==> src/rtl/pool_stream_tx.sv <==
// 2x2 stride-2 max pooling over a raster pixel stream, 12 signed 8-bit lanes.
// Optional macro POOL_RELU_EN clamps negative output lanes to zero.
module pool_stream_tx #(
    parameter int FM_W = 8,
    parameter int FM_H = 8
) (
    input  logic        i_clk,
    input  logic        i_rst_n,
    input  logic [95:0] i_conv_data,
    input  logic        i_conv_valid,
    output logic [95:0] o_pool_data_out,
    output logic        o_pool_valid_out,
    output logic        o_pool_end,
    output logic        o_busy
);

    localparam int CW  = (FM_W > 1) ? $clog2(FM_W) : 1;
    localparam int RW  = (FM_H > 1) ? $clog2(FM_H) : 1;
    localparam int LB  = FM_W / 2;
    localparam int LBW = (LB > 1) ? $clog2(LB) : 1;

    typedef enum logic {
        ROW_EVEN,
        ROW_ODD
    } state_t;

    state_t          state;
    state_t          state_nx;
    logic [CW-1:0]   col;
    logic [RW-1:0]   row;
    logic [95:0]     h_q;
    logic [95:0]     linebuf [LB];
    logic [LBW-1:0]  lb_idx;
    logic            col_last;
    logic            row_last;
    logic            lb_we;
    logic            out_we;
    logic [95:0]     hmax;
    logic [95:0]     pool_val;

    function automatic logic [95:0] vmax(input logic [95:0] a, input logic [95:0] b);
        logic [95:0] r;
        r = '0;
        for (int k = 0; k < 12; k++) begin
            r[8*k +: 8] = ($signed(a[8*k +: 8]) > $signed(b[8*k +: 8]))
                        ? a[8*k +: 8] : b[8*k +: 8];
        end
        return r;
    endfunction

    function automatic logic [95:0] relu(input logic [95:0] a);
        logic [95:0] r;
        r = a;
        for (int k = 0; k < 12; k++) begin
            if (a[8*k+7]) r[8*k +: 8] = 8'h00;
        end
        return r;
    endfunction

    assign col_last = (col == CW'(FM_W - 1));
    assign row_last = (row == RW'(FM_H - 1));
    assign lb_idx   = LBW'(col >> 1);
    assign hmax     = vmax(h_q, i_conv_data);
    assign o_busy   = (col != '0) || (row != '0);

`ifdef POOL_RELU_EN
    assign pool_val = relu(vmax(linebuf[lb_idx], hmax));
`else
    assign pool_val = vmax(linebuf[lb_idx], hmax);
`endif

    // Row-parity FSM: next state and write strobes for line buffer / output.
    always_comb begin
        state_nx = state;
        lb_we    = 1'b0;
        out_we   = 1'b0;
        if (i_conv_valid) begin
            if (col_last) begin
                state_nx = (state == ROW_EVEN) ? ROW_ODD : ROW_EVEN;
            end
            if (col[0]) begin
                lb_we  = (state == ROW_EVEN);
                out_we = (state == ROW_ODD);
            end
        end
    end

    // Counters, FSM, horizontal hold register and registered pooled output.
    always_ff @(posedge i_clk or negedge i_rst_n) begin
        if (!i_rst_n) begin
            state            <= ROW_EVEN;
            col              <= '0;
            row              <= '0;
            h_q              <= '0;
            o_pool_data_out  <= '0;
            o_pool_valid_out <= 1'b0;
            o_pool_end       <= 1'b0;
        end else begin
            state            <= state_nx;
            o_pool_valid_out <= out_we;
            o_pool_end       <= out_we && row_last && col_last;
            if (out_we) o_pool_data_out <= pool_val;
            if (i_conv_valid) begin
                if (!col[0]) h_q <= i_conv_data;
                if (col_last) begin
                    col <= '0;
                    row <= row_last ? '0 : row + 1'b1;
                end else begin
                    col <= col + 1'b1;
                end
            end
        end
    end

    // Line buffer of horizontal maxima from the even row; rewritten before every read.
    always_ff @(posedge i_clk) begin
        if (lb_we) linebuf[lb_idx] <= hmax;
    end

endmodule
==> config.mk <==
export PLATFORM = sky130hd
export DESIGN_NAME = pool_stream_tx
export DESIGN_NICKNAME = d
export VERILOG_FILES = /design/src/rtl/pool_stream_tx.sv
export SDC_FILE = /design/constraint.sdc
export NUM_CORES = 1
export LEC_CHECK = 0
export ABC_AREA = 1
export CAP_MARGIN = 0
export CELL_PAD_IN_SITES_DETAIL_PLACEMENT = 2
export CELL_PAD_IN_SITES_GLOBAL_PLACEMENT = 2
export CORE_MARGIN = 2
export CORE_UTILIZATION = 37
export DETAILED_ROUTE_END_ITERATION = 6
export PLACE_DENSITY = 0.8
export SYNTH_ARGS = -nofsm -noshare
export SYNTH_HDL_FRONTEND = slang
export SYNTH_SLANG_ARGS = --single-unit
==> constraint.sdc <==
create_clock -name i_clk -period 6.2 [get_ports i_clk]
set_input_delay 1.55 -clock i_clk [delete_from_list [all_inputs] [get_ports i_clk]]
set_output_delay 1.55 -clock i_clk [all_outputs]
set_load 0.005 [all_outputs]
==> results of run 1 <==
[worst max-delay path: cells and delay by family]
kind	cells	cell delay (ns)
simple gates	13	2.69
buf+inv	3	0.67
fa+ha+maj	2	0.68
[final cells by class]
cell class	instances	share of cell area [%]
inverters	641	6.58
clock inverters	30	0.665
well taps	1080	3.68
repair buffers	232	6.24
multi-input cells	2323	32.0
clock buffers	100	5.65
flip-flops and latches	585	45.1
[through the flow]
| step | setup WS (ns) | utilization (%) | power (mW) | hold slack [ns] | setup TNS (ns) |
|---|---|---|---|---|---|
| floorplan | -0.124 | - | 13.3 | 0.472 | -47.62 |
| global placement | 0.602 | 41.3 | 16.6 | 0.464 | 0 |
| detailed placement | 0.454 | 41.3 | 17.2 | 0.470 | 0 |
| CTS | 1.06 | 44.0 | 21.7 | 0.485 | 0 |
| global route | 0.696 | 44.0 | 23.4 | 0.506 | 0 |
| finish | 1.10 | 44.0 | 21.3 | 0.480 | 0 |
[synth_stat cells (46+ instances only)]
master / number / share of area, %
a21oi_1: 85 / 1.4
clkbuf_1: 51 / 0.62
dfrtp_1: 201 / 16
edfxtp_1: 384 / 37
ha_1: 198 / 8.0
inv_1: 636 / 7.7
nand2_1: 1241 / 15
nand3_1: 220 / 3.5
nand4_1: 119 / 2.4
nor2_1: 243 / 2.9
nor3_1: 46 / 0.74
o21ai_0: 88 / 1.4
[power by group through the flow]
stage                     clock network (mW)  logic [mW]  registers (mW)
after floorplan                            0        7.20            6.06
after global placement                     0        10.4            6.17
after detailed placement                   0        11.0            6.19
after CTS                               4.31        11.2            6.14
after global routing                    4.44        12.7            6.22
final                                   4.20        11.0            6.13
[sequential cells by signal, indices dropped and copies added, names as in the netlist]
signal and count:
col 3, h_q 96, linebuf 384, o_pool_data_out 96
o_pool_end 1, o_pool_valid_out 1, row 3, state 1
[cell families after synthesis]
group / after synthesis
xor+xnor: 1
compound gates: 190
simple gates: 1934
buf+inv: 723
flops: 585
fa+ha+maj: 198
[worst paths after layout]
kind                                            startpoint                              end  slack (ns)  cells past startpoint
max reg2reg                             col[2]$_DFFE_PN0P_  o_pool_data_out[28]$_DFFE_PN0P_        1.89                     16
max in group asynchronous                          i_rst_n  o_pool_data_out[20]$_DFFE_PN0P_        4.21                      2
min                        o_pool_data_out[60]$_DFFE_PN0P_  o_pool_data_out[60]$_DFFE_PN0P_        0.48                      2
max                                        i_conv_data[95]  o_pool_data_out[94]$_DFFE_PN0P_        1.10                     18
min reg2reg                o_pool_data_out[60]$_DFFE_PN0P_  o_pool_data_out[60]$_DFFE_PN0P_        0.48                      2
min in group asynchronous                          i_rst_n              h_q[73]$_DFFE_PN0P_        0.81                      1
[layer usage]
layer	global-route usage, %	wire, um
met5	0	27
met4	5.96	2150
met3	2.76	2540
met2	41.0	48800
met1	28.3	42100
[placed cells by master (no fill, tap or decap), drive strengths merged]
master            n
a22o              6
clkdlybuf4s50   196
or2              10
o21ai            88
clkinvlp          2
xor2              1
dfrtp           201
clkbuf          100
a21oi            85
nor3             88
buf              36
inv             643
clkinv           22
nor2            244
ha              198
nand2          1243
nor2b            10
nand3           220
a21o             11
edfxtp          384
bufinv            4
nand4           119
==> run_results.csv, run 1 <==
group,metric,value,unit
status,outcome,"completed",
cells_and_area,register_area,16600,um^2
logic_synthesis,synthAdderAreaFrac,7.98,%
cells_and_area,drive_gt1_share,5.11,%
setup_path,cp_cell_sequence,"clkdlybuf4s50_1 -> inv_1 -> ha_1 -> nand2_1 -> nor2_1 -> nand4_1 -> nand3_1 -> nand2_1 -> nand2_1 -> inv_1 -> ha_1 -> nand2_1 -> nor2_1 -> nand4_1 -> nand2_1 -> nand3_1 -> nand2_1 -> nand2_1",
floorplan,initial_core_util,37.3,%
sta,final_hold_viol_count,0,
logic_synthesis,synth_top_flop_cell,"edfxtp_1",
logic_synthesis,synth_xor_area_share,0.0282,%
setup_path,critPathMaxFanout,9,
floorplan,dieHeight,294,um
global_route,grt_max_degree,113,
logic_synthesis,synth-simple-area-share,26.5,%
logic_synthesis,ys_warn_count,0,
setup_path,setup.worst_path.end_class,"flop",
power,ir_worst_vdd,0.211,mV
power,seqPwrFrac,28.8,%
sta,post-route-period-util,82.3,%
routing,firstDrtPassIters,5,
floorplan,die_area,86200,um^2
sta,maxSlewViolCount,0,
clock_network,ctsHoldBuffers,0,
logic_synthesis,synth_top_family_by_area,"simple AND/OR/NAND/NOR gates",
placement,dp.cells,4861,
logic_synthesis,synth_compound_area_share,3.23,%
logic_synthesis,avgSynthCellArea,8.55,um^2
global_route,grt_pass1_wl,155,mm
power,p_leak,18.4,nW
routing,antenna_left,0,
clock_network,insertion_delay,0.62,ns
hold_path,min_path_type,"reg -> reg",
placement,io_buffers,197,
sta,tightest_slew,1.08,ns
floorplan,io_pins,198,
sta,skew,0.0196,ns
clock_network,path_clk_slew,0.05,ns
routing,num_vias,25100,
clock_network,cts-resized-gates,0,
setup_path,required,6.71,ns
global_route,first_global_vias,28300,
sta,rsz0062_at_grt,"false",
setup_path,worstPathArrival,5.61,ns
logic_synthesis,ys_ff_latch,585,
sta,post-route-min-period,5.10,ns
run,maxCapViolCount,0,
logic_synthesis,synthMuxAreaShare,0,%
cells_and_area,nFillCells,9292,
logic_synthesis,yosys.cell_types.count,25,
clock_network,htree_levels,3,
logic_synthesis,netlist_area,31000,um^2
cells_and_area,areaGrowthSynthToFinish,18.2,%
clock_network,tritoncts,"built",
power,power.internal,11.8,mW
floorplan,die_w,294,um
power,p_switching,9.52,mW
sta,setup_viol,0,
logic_synthesis,netlist_instances,3631,
clock_network,cts.sinks,585,
clock_network,post_cts_buffers,0,
power,combPwrFrac,51.5,%
power,p_per_area,580,nW/um^2
clock_network,cts_buffers,72,
clock_network,clk_path_buf_depth,3,
setup_path,crit_path_top_delay_cell,"clkdlybuf4s50_1",
placement,post_dp_cell_area,34400,um^2
clock_network,cts_root_buffer,"clkbuf_16",
cells_and_area,final_area,36700,um^2
cells_and_area,stdcell_count,4991,
routing,wl_per_cell,19.2,um
power,switching_share,44.7,%
power,clkPwrFrac,19.7,%
placement,gp_congestion,0.765,
cells_and_area,multi_input_area,11800,um^2
floorplan,core,83300,um^2
setup_path,critical-path-max-stage-delay,0.51,ns
logic_synthesis,synth-seq-area-share,53.4,%
logic_synthesis,async_reset_ff_share,34.4,%
placement,dpl.hpwl,64.8,mm
global_route,grt_antenna_before_repair,2,
sta,slew_headroom,28.0,%
routing,drt_iter0_markers,998,
cells_and_area,n_antenna_cell,0,
global_route,overflow,0,
routing,drc,0,
floorplan,rows,106,
setup_path,critPathKind,"in -> reg",
cells_and_area,num-nets-final,4152,
routing,drt-total-wl,95.7,mm
global_route,grt_use_total,22.6,%
logic_synthesis,synth_fp_nets,3928,
setup_path,path_common_cell,"nand2_1",
sta,fmaxAchievable,196,MHz
routing,vias_per_cell,5.04,
logic_synthesis,synth-edff-count,384,
setup_path,start_kind,"input port",
No activity file was read; power rests on OpenSTA's default activity.
==> run 2: changes to the inputs <==
==> constraint.sdc (replaced) <==
create_clock -name i_clk -period 5.2 [get_ports i_clk]
set_input_delay 1.3 -clock i_clk [delete_from_list [all_inputs] [get_ports i_clk]]
set_output_delay 1.3 -clock i_clk [all_outputs]
set_load 0.005 [all_outputs]
==> run 2 against run 1 <==
  * Routed wire length grew 3.4%
  * Flip-flop and latch count is the same
  * First-iteration DRC count is 0.40% higher
==> run_results.csv, run 2 (synthesis results as in run 1) <==
group,metric,value,unit
routing,wl_met3,2.82,mm
clock_network,clk_path_buf_depth,3,
sta,setup_viol,0,
routing,firstDrtPassIters,5,
floorplan,die_area,86200,um^2
routing,num_vias,25500,
clock_network,tritoncts,"built",
routing,vias_per_cell,5.05,
floorplan,die_w,294,um
global_route,grt_pass1_wl,159,mm
setup_path,worstPathArrival,5.01,ns
setup_path,required,5.70,ns
clock_network,cts_root_buffer,"clkbuf_16",
routing,drt_iter0_markers,1002,
sta,layout_setup_ws,0.690,ns
cells_and_area,areaGrowthSynthToFinish,20.0,%
sta,whs,0.479,ns
routing,drc,0,
clock_network,htree_levels,3,
sta,tightest_slew,0.977,ns
placement,dpl.hpwl,67.1,mm
setup_path,cp_cell_sequence,"clkdlybuf4s50_1 -> inv_1 -> ha_1 -> a21o_1 -> nor2_1 -> nand3_1 -> nand3_1 -> nand2_1 -> nand2_1 -> inv_1 -> ha_1 -> nand2_1 -> a21oi_1 -> nor2b_1 -> nand2_1 -> nand2_1 -> nand2_1 -> nand2_1 -> nand3_1 -> nand2_1 -> nand2_1",
cells_and_area,layout_commonest_cell,"nand2_1",
sta,maxSlewViolCount,0,
routing,dr_wl_met2,50.5,mm
status,outcome,"completed",
placement,pre_cts_ws,0.0171,ns
setup_path,path_common_cell,"nand2_1",
power,ir_worst_vdd,0.260,mV
sta,rsz0062_at_grt,"false",
floorplan,core,83300,um^2
sta,slew_headroom,34.9,%
cells_and_area,drive_gt1_share,6.51,%
global_route,grt_use_total,23.3,%
clock_network,cts.sinks,585,
sta,post-route-min-period,4.51,ns
sta,fmaxAchievable,222,MHz
cells_and_area,largest_reg_flops,384,
clock_network,cts_buffers,72,
setup_path,start_kind,"input port",
power,p_per_area,700,nW/um^2
setup_path,critical-path-max-stage-delay,0.51,ns
global_route,first_global_vias,28800,
clock_network,insertion_delay,0.61,ns
sta,skew,0.0194,ns
cells_and_area,fin_util,44.7,%
global_route,overflow,0,
clock_network,ctsHoldBuffers,0,
cells_and_area,n_antenna_cell,0,
routing,wl_per_cell,19.6,um
floorplan,rows,106,
setup_path,setup.worst_path.end_class,"flop",
hold_path,min_path_type,"reg -> reg",
power,p_leak,18.8,nW
setup_path,crit_path_top_delay_cell,"clkdlybuf4s50_1",
routing,drt-total-wl,98.9,mm
global_route,grt_max_degree,87,
clock_network,cts-resized-gates,0,
floorplan,initial_core_util,37.3,%
setup_path,critPathKind,"in -> reg",
clock_network,path_clk_slew,0.06,ns
routing,antenna_left,0,
floorplan,io_pins,198,
power,total_power,26.1,mW
setup_path,cp_top_family,"simple AND/OR/NAND/NOR gates",
run,maxCapViolCount,0,
global_route,grt_antenna_before_repair,1,
sta,post-route-period-util,86.7,%
routing,top_layer,"met4",
sta,setup_tns,0,ns
cells_and_area,top_register,"linebuf",
setup_path,critPathMaxFanout,9,
sta,final_hold_viol_count,0,
placement,gp_congestion,0.782,
clock_network,post_cts_buffers,0,
cells_and_area,largestRegisters,"linebuf (384), h_q (96), o_pool_data_out (96)",
routing,wl_met1,43.7,mm
cells_and_area,layout_common_cells,"nand2_1, inv_1, edfxtp_1, nor2_1, nand3_1",
floorplan,dieHeight,294,um
cells_and_area,nFillCells,9205,
placement,io_buffers,197,
cells_and_area,num-nets-final,4200,
setup_path,cp.buffers_inverters,3,
[run 2: cell count changes in the layout (fill, tap and decap cells not counted), sizes merged]
cell,previous run,this run
clkinvlp,2,1
clkinv,22,20
bufinv,4,6
clkbuf,100,102
buf,36,84
inv,643,645
[run 2: worst paths after layout]
check	cells past startpoint	slack, ns	start	to
max in group asynchronous	2	3.55	i_rst_n	h_q[23]$_DFFE_PN0P_
setup / recovery	21	0.69	i_conv_data[23]	o_pool_data_out[21]$_DFFE_PN0P_
min in group asynchronous	1	0.73	i_rst_n	o_pool_data_out[77]$_DFFE_PN0P_
hold / removal	2	0.48	o_pool_data_out[78]$_DFFE_PN0P_	o_pool_data_out[78]$_DFFE_PN0P_
hold reg to reg	2	0.48	o_pool_data_out[78]$_DFFE_PN0P_	o_pool_data_out[78]$_DFFE_PN0P_
setup reg to reg	21	1.15	col[1]$_DFFE_PN0P_	o_pool_data_out[52]$_DFFE_PN0P_
[run 2: per-stage QoR]
stage,instances,area [um^2]
finish,5042,37200
global route,5042,37200
CTS,5042,37200
detailed placement,4909,34800
global placement,4909,34800
floorplan,3631,31000
[run 2: final cells by class]
type / instances / area (um^2) / area share, %
clock buffer: 102 / 2090 / 5.62
clock inverter: 31 / 312 / 0.837
inverter: 641 / 2410 / 6.48
multi-input combinational: 2323 / 11800 / 31.6
sequential: 585 / 16600 / 44.5
tap: 1080 / 1350 / 3.63
timing repair buffer: 280 / 2750 / 7.39
[run 2: where the power goes]
group / internal (mW) / total (mW) / switching [mW]
registers: 6.67 / 7.32 / 0.647
logic: 4.71 / 13.6 / 8.90
clock network: 3.10 / 5.15 / 2.05
total: 14.5 / 26.1 / 11.6
[run 2: worst register-to-register path: stages (launching register included)]
cell and delay (ns):
dfrtp_1 0.77, buf_4 0.32, nand2_1 0.16, inv_4 0.52, buf_4 0.33, nand2_1 0.10
nand2_1 0.08, nor3_1 0.08, inv_1 0.08, ha_1 0.24, nand2_1 0.08, nand2_1 0.06
nand2_1 0.06, nand2_1 0.05, nand2_1 0.06, nand2_1 0.05, nand2_1 0.05, nand2_1 0.21
nand2_1 0.35, nand3_1 0.13, nand2_1 0.09, nand2_1 0.07
[run 2: per-layer routing]
layer  vias to the layer above  global-route usage, %
met3                       128                   2.73
met2                       332                   42.4
li1                      12200                      -
met4                         0                   5.77
met1                     12800                   29.2
met5                         -                      0
==> run 3: changes to the inputs <==
--- a/config.mk
+++ b/config.mk
@@ -12,6 +12,7 @@
 export CORE_MARGIN = 2
 export CORE_UTILIZATION = 37
 export DETAILED_ROUTE_END_ITERATION = 6
+export MAX_ROUTING_LAYER = met4
 export PLACE_DENSITY = 0.8
 export SYNTH_ARGS = -nofsm -noshare
 export SYNTH_HDL_FRONTEND = slang
==> run 3 against run 2 <==
  * Sequential share of layout area stayed put
  * Critical path type unchanged
  * Clock skew hardly changed
  * Critical path depth is 3 higher
  * Largest power group unchanged
  * Final cell count stayed put
  * Setup slack better by 0.013 ns
  * Routed wire length hardly changed
  * Cell area stayed put
  * First-iteration DRC count is 2.1% lower
  * Non-clock buffer count stayed put
  * Hold slack hardly changed
  * Critical endpoint is now o_pool_data_out[63]$_DFFE_PN0P_
  * Combinational power hardly changed
==> run_results.csv, run 3 (synthesis results as in run 1) <==
group,metric,value,unit
status,outcome,"completed",
sta,final_hold_viol_count,0,
sta,rsz0062_at_grt,"false",
sta,whs,0.479,ns
setup_path,required,5.69,ns
clock_network,ctsHoldBuffers,0,
floorplan,die_area,86200,um^2
placement,dpl.hpwl,67.1,mm
clock_network,tritoncts,"built",
placement,io_buffers,197,
setup_path,setup.worst_path.end_class,"flop",
floorplan,io_pins,198,
setup_path,critPathKind,"in -> reg",
routing,antenna_left,0,
cells_and_area,drive_gt1_share,6.51,%
sta,setup_tns,0,ns
sta,post-route-min-period,4.50,ns
cells_and_area,top_register,"linebuf",
sta,post-route-period-util,86.5,%
floorplan,core,83300,um^2
power,ir_worst_vdd,0.260,mV
placement,pre_cts_ws,0.0171,ns
clock_network,cts-resized-gates,0,
sta,maxSlewViolCount,0,
clock_network,insertion_delay,0.61,ns
cells_and_area,largestRegisters,"linebuf (384), h_q (96), o_pool_data_out (96)",
routing,drt_iter0_markers,981,
floorplan,dieHeight,294,um
clock_network,clk_path_buf_depth,3,
routing,num_vias,25500,
clock_network,htree_levels,3,
global_route,grt_antenna_before_repair,1,
clock_network,cts.sinks,585,
clock_network,path_clk_slew,0.06,ns
sta,slew_headroom,35.0,%
clock_network,cts_root_buffer,"clkbuf_16",
sta,setup_viol,0,
global_route,first_global_vias,28800,
cells_and_area,largest_reg_flops,384,
power,total_power,26.1,mW
hold_path,min_path_type,"reg -> reg",
setup_path,cp_cell_sequence,"clkdlybuf4s50_1 -> inv_1 -> ha_1 -> nand2_1 -> nand2_1 -> nand2_1 -> nand2_1 -> nand2_1 -> nand2_1 -> nand2_1 -> nand3_1 -> nand2_1 -> nand2_1 -> inv_1 -> ha_1 -> a21oi_1 -> nor2b_1 -> nand2_1 -> nand2_1 -> nand2_1 -> nand2_1 -> nand3_1 -> nand2_1 -> nand2_1",
placement,gp_congestion,0.793,
cells_and_area,num-nets-final,4200,
routing,vias_per_cell,5.05,
cells_and_area,layout_common_cells,"nand2_1, inv_1, edfxtp_1, nor2_1, nand3_1",
cells_and_area,areaGrowthSynthToFinish,20.0,%
setup_path,crit_path_top_delay_cell,"clkdlybuf4s50_1",
global_route,overflow,0,
setup_path,cp.buffers_inverters,3,
sta,fmaxAchievable,222,MHz
setup_path,critPathMaxFanout,9,
cells_and_area,n_antenna_cell,0,
setup_path,worstPathArrival,4.99,ns
setup_path,cp_top_family,"simple AND/OR/NAND/NOR gates",
sta,layout_setup_ws,0.703,ns
clock_network,post_cts_buffers,0,
power,p_per_area,700,nW/um^2
setup_path,start_kind,"input port",
routing,firstDrtPassIters,5,
floorplan,rows,106,
sta,skew,0.0197,ns
cells_and_area,stdcell_count,5042,
global_route,grt_max_degree,87,
routing,drc,0,
setup_path,critical-path-max-stage-delay,0.53,ns
run,maxCapViolCount,0,
sta,tightest_slew,0.975,ns
routing,wl_per_cell,19.6,um
global_route,grt_use_total,24.0,%
global_route,grt_pass1_wl,159,mm
clock_network,cts_buffers,72,
routing,drt-total-wl,98.9,mm
floorplan,die_w,294,um
placement,dp.cells,4909,
cells_and_area,layout_commonest_cell,"nand2_1",
power,p_leak,18.8,nW
floorplan,initial_core_util,37.3,%
setup_path,path_common_cell,"nand2_1",
==> run 3: cell counts in the layout (fill, tap and decap cells not counted) <==
Identical to the previous run, type by type.
==> run 3: worst reg2reg max path, stage by stage (launching register included) <==
cell	delay, ns
dfrtp_1	0.76
buf_4	0.32
nand2_1	0.16
inv_4	0.51
buf_4	0.32
nand2_1	0.09
nand2_1	0.09
nor3_1	0.08
inv_1	0.08
ha_1	0.24
nand2_1	0.08
nand2_1	0.06
nand2_1	0.06
nand2_1	0.05
nand2_1	0.06
nand2_1	0.05
nand2_1	0.05
nand2_1	0.21
nand2_1	0.35
nand3_1	0.13
nand2_1	0.09
nand2_1	0.07
==> run 3: power by group <==
group	total (mW)	switching (mW)	internal, mW
combinational	13.6	8.90	4.70
sequential	7.32	0.646	6.67
clock	5.15	2.05	3.10
==> run 3: stage by stage <==
stage                     utilization [%]  instance area (um^2)
after floorplan                         -                 31000
after global placement               41.8                 34800
after detailed placement             41.8                 34800
after CTS                            44.7                 37200
after global routing                 44.7                 37200
final                                44.7                 37200
==> run 3: worst paths after layout <==
| check | endpoint | depth (start not counted) | startpoint | slack, ns |
|---|---|---|---|---|
| setup / recovery | o_pool_data_out[63]$_DFFE_PN0P_ | 24 | i_conv_data[57] | 0.70 |
| hold / removal | o_pool_data_out[20]$_DFFE_PN0P_ | 2 | o_pool_data_out[20]$_DFFE_PN0P_ | 0.48 |
| setup reg to reg | o_pool_data_out[52]$_DFFE_PN0P_ | 21 | col[1]$_DFFE_PN0P_ | 1.18 |
| hold reg to reg | o_pool_data_out[20]$_DFFE_PN0P_ | 2 | o_pool_data_out[20]$_DFFE_PN0P_ | 0.48 |
| max in group asynchronous | h_q[23]$_DFFE_PN0P_ | 2 | i_rst_n | 3.55 |
| min in group asynchronous | o_pool_data_out[77]$_DFFE_PN0P_ | 1 | i_rst_n | 0.72 |
==> run 3: area by class of cell <==
cell class	instances	area, um^2
tap	1080	1350
clock buffer	102	2090
sequential	585	16600
multi-input combinational	2323	11800
fill	9205	46100
timing repair buffer	280	2750
inverter	641	2410
clock inverter	31	312
==> run 3: metal layers <==
| metal | global-route usage (%) | up-vias | part of all wire (%) |
|---|---|---|---|
| met3 | 2.70 | 127 | 2.9 |
| met5 | - | - | 0 |
| met2 | 42.4 | 339 | 51 |
| li1 | - | 12200 | - |
| met1 | 29.3 | 12800 | 44 |
| met4 | 5.77 | 0 | 1.8 |
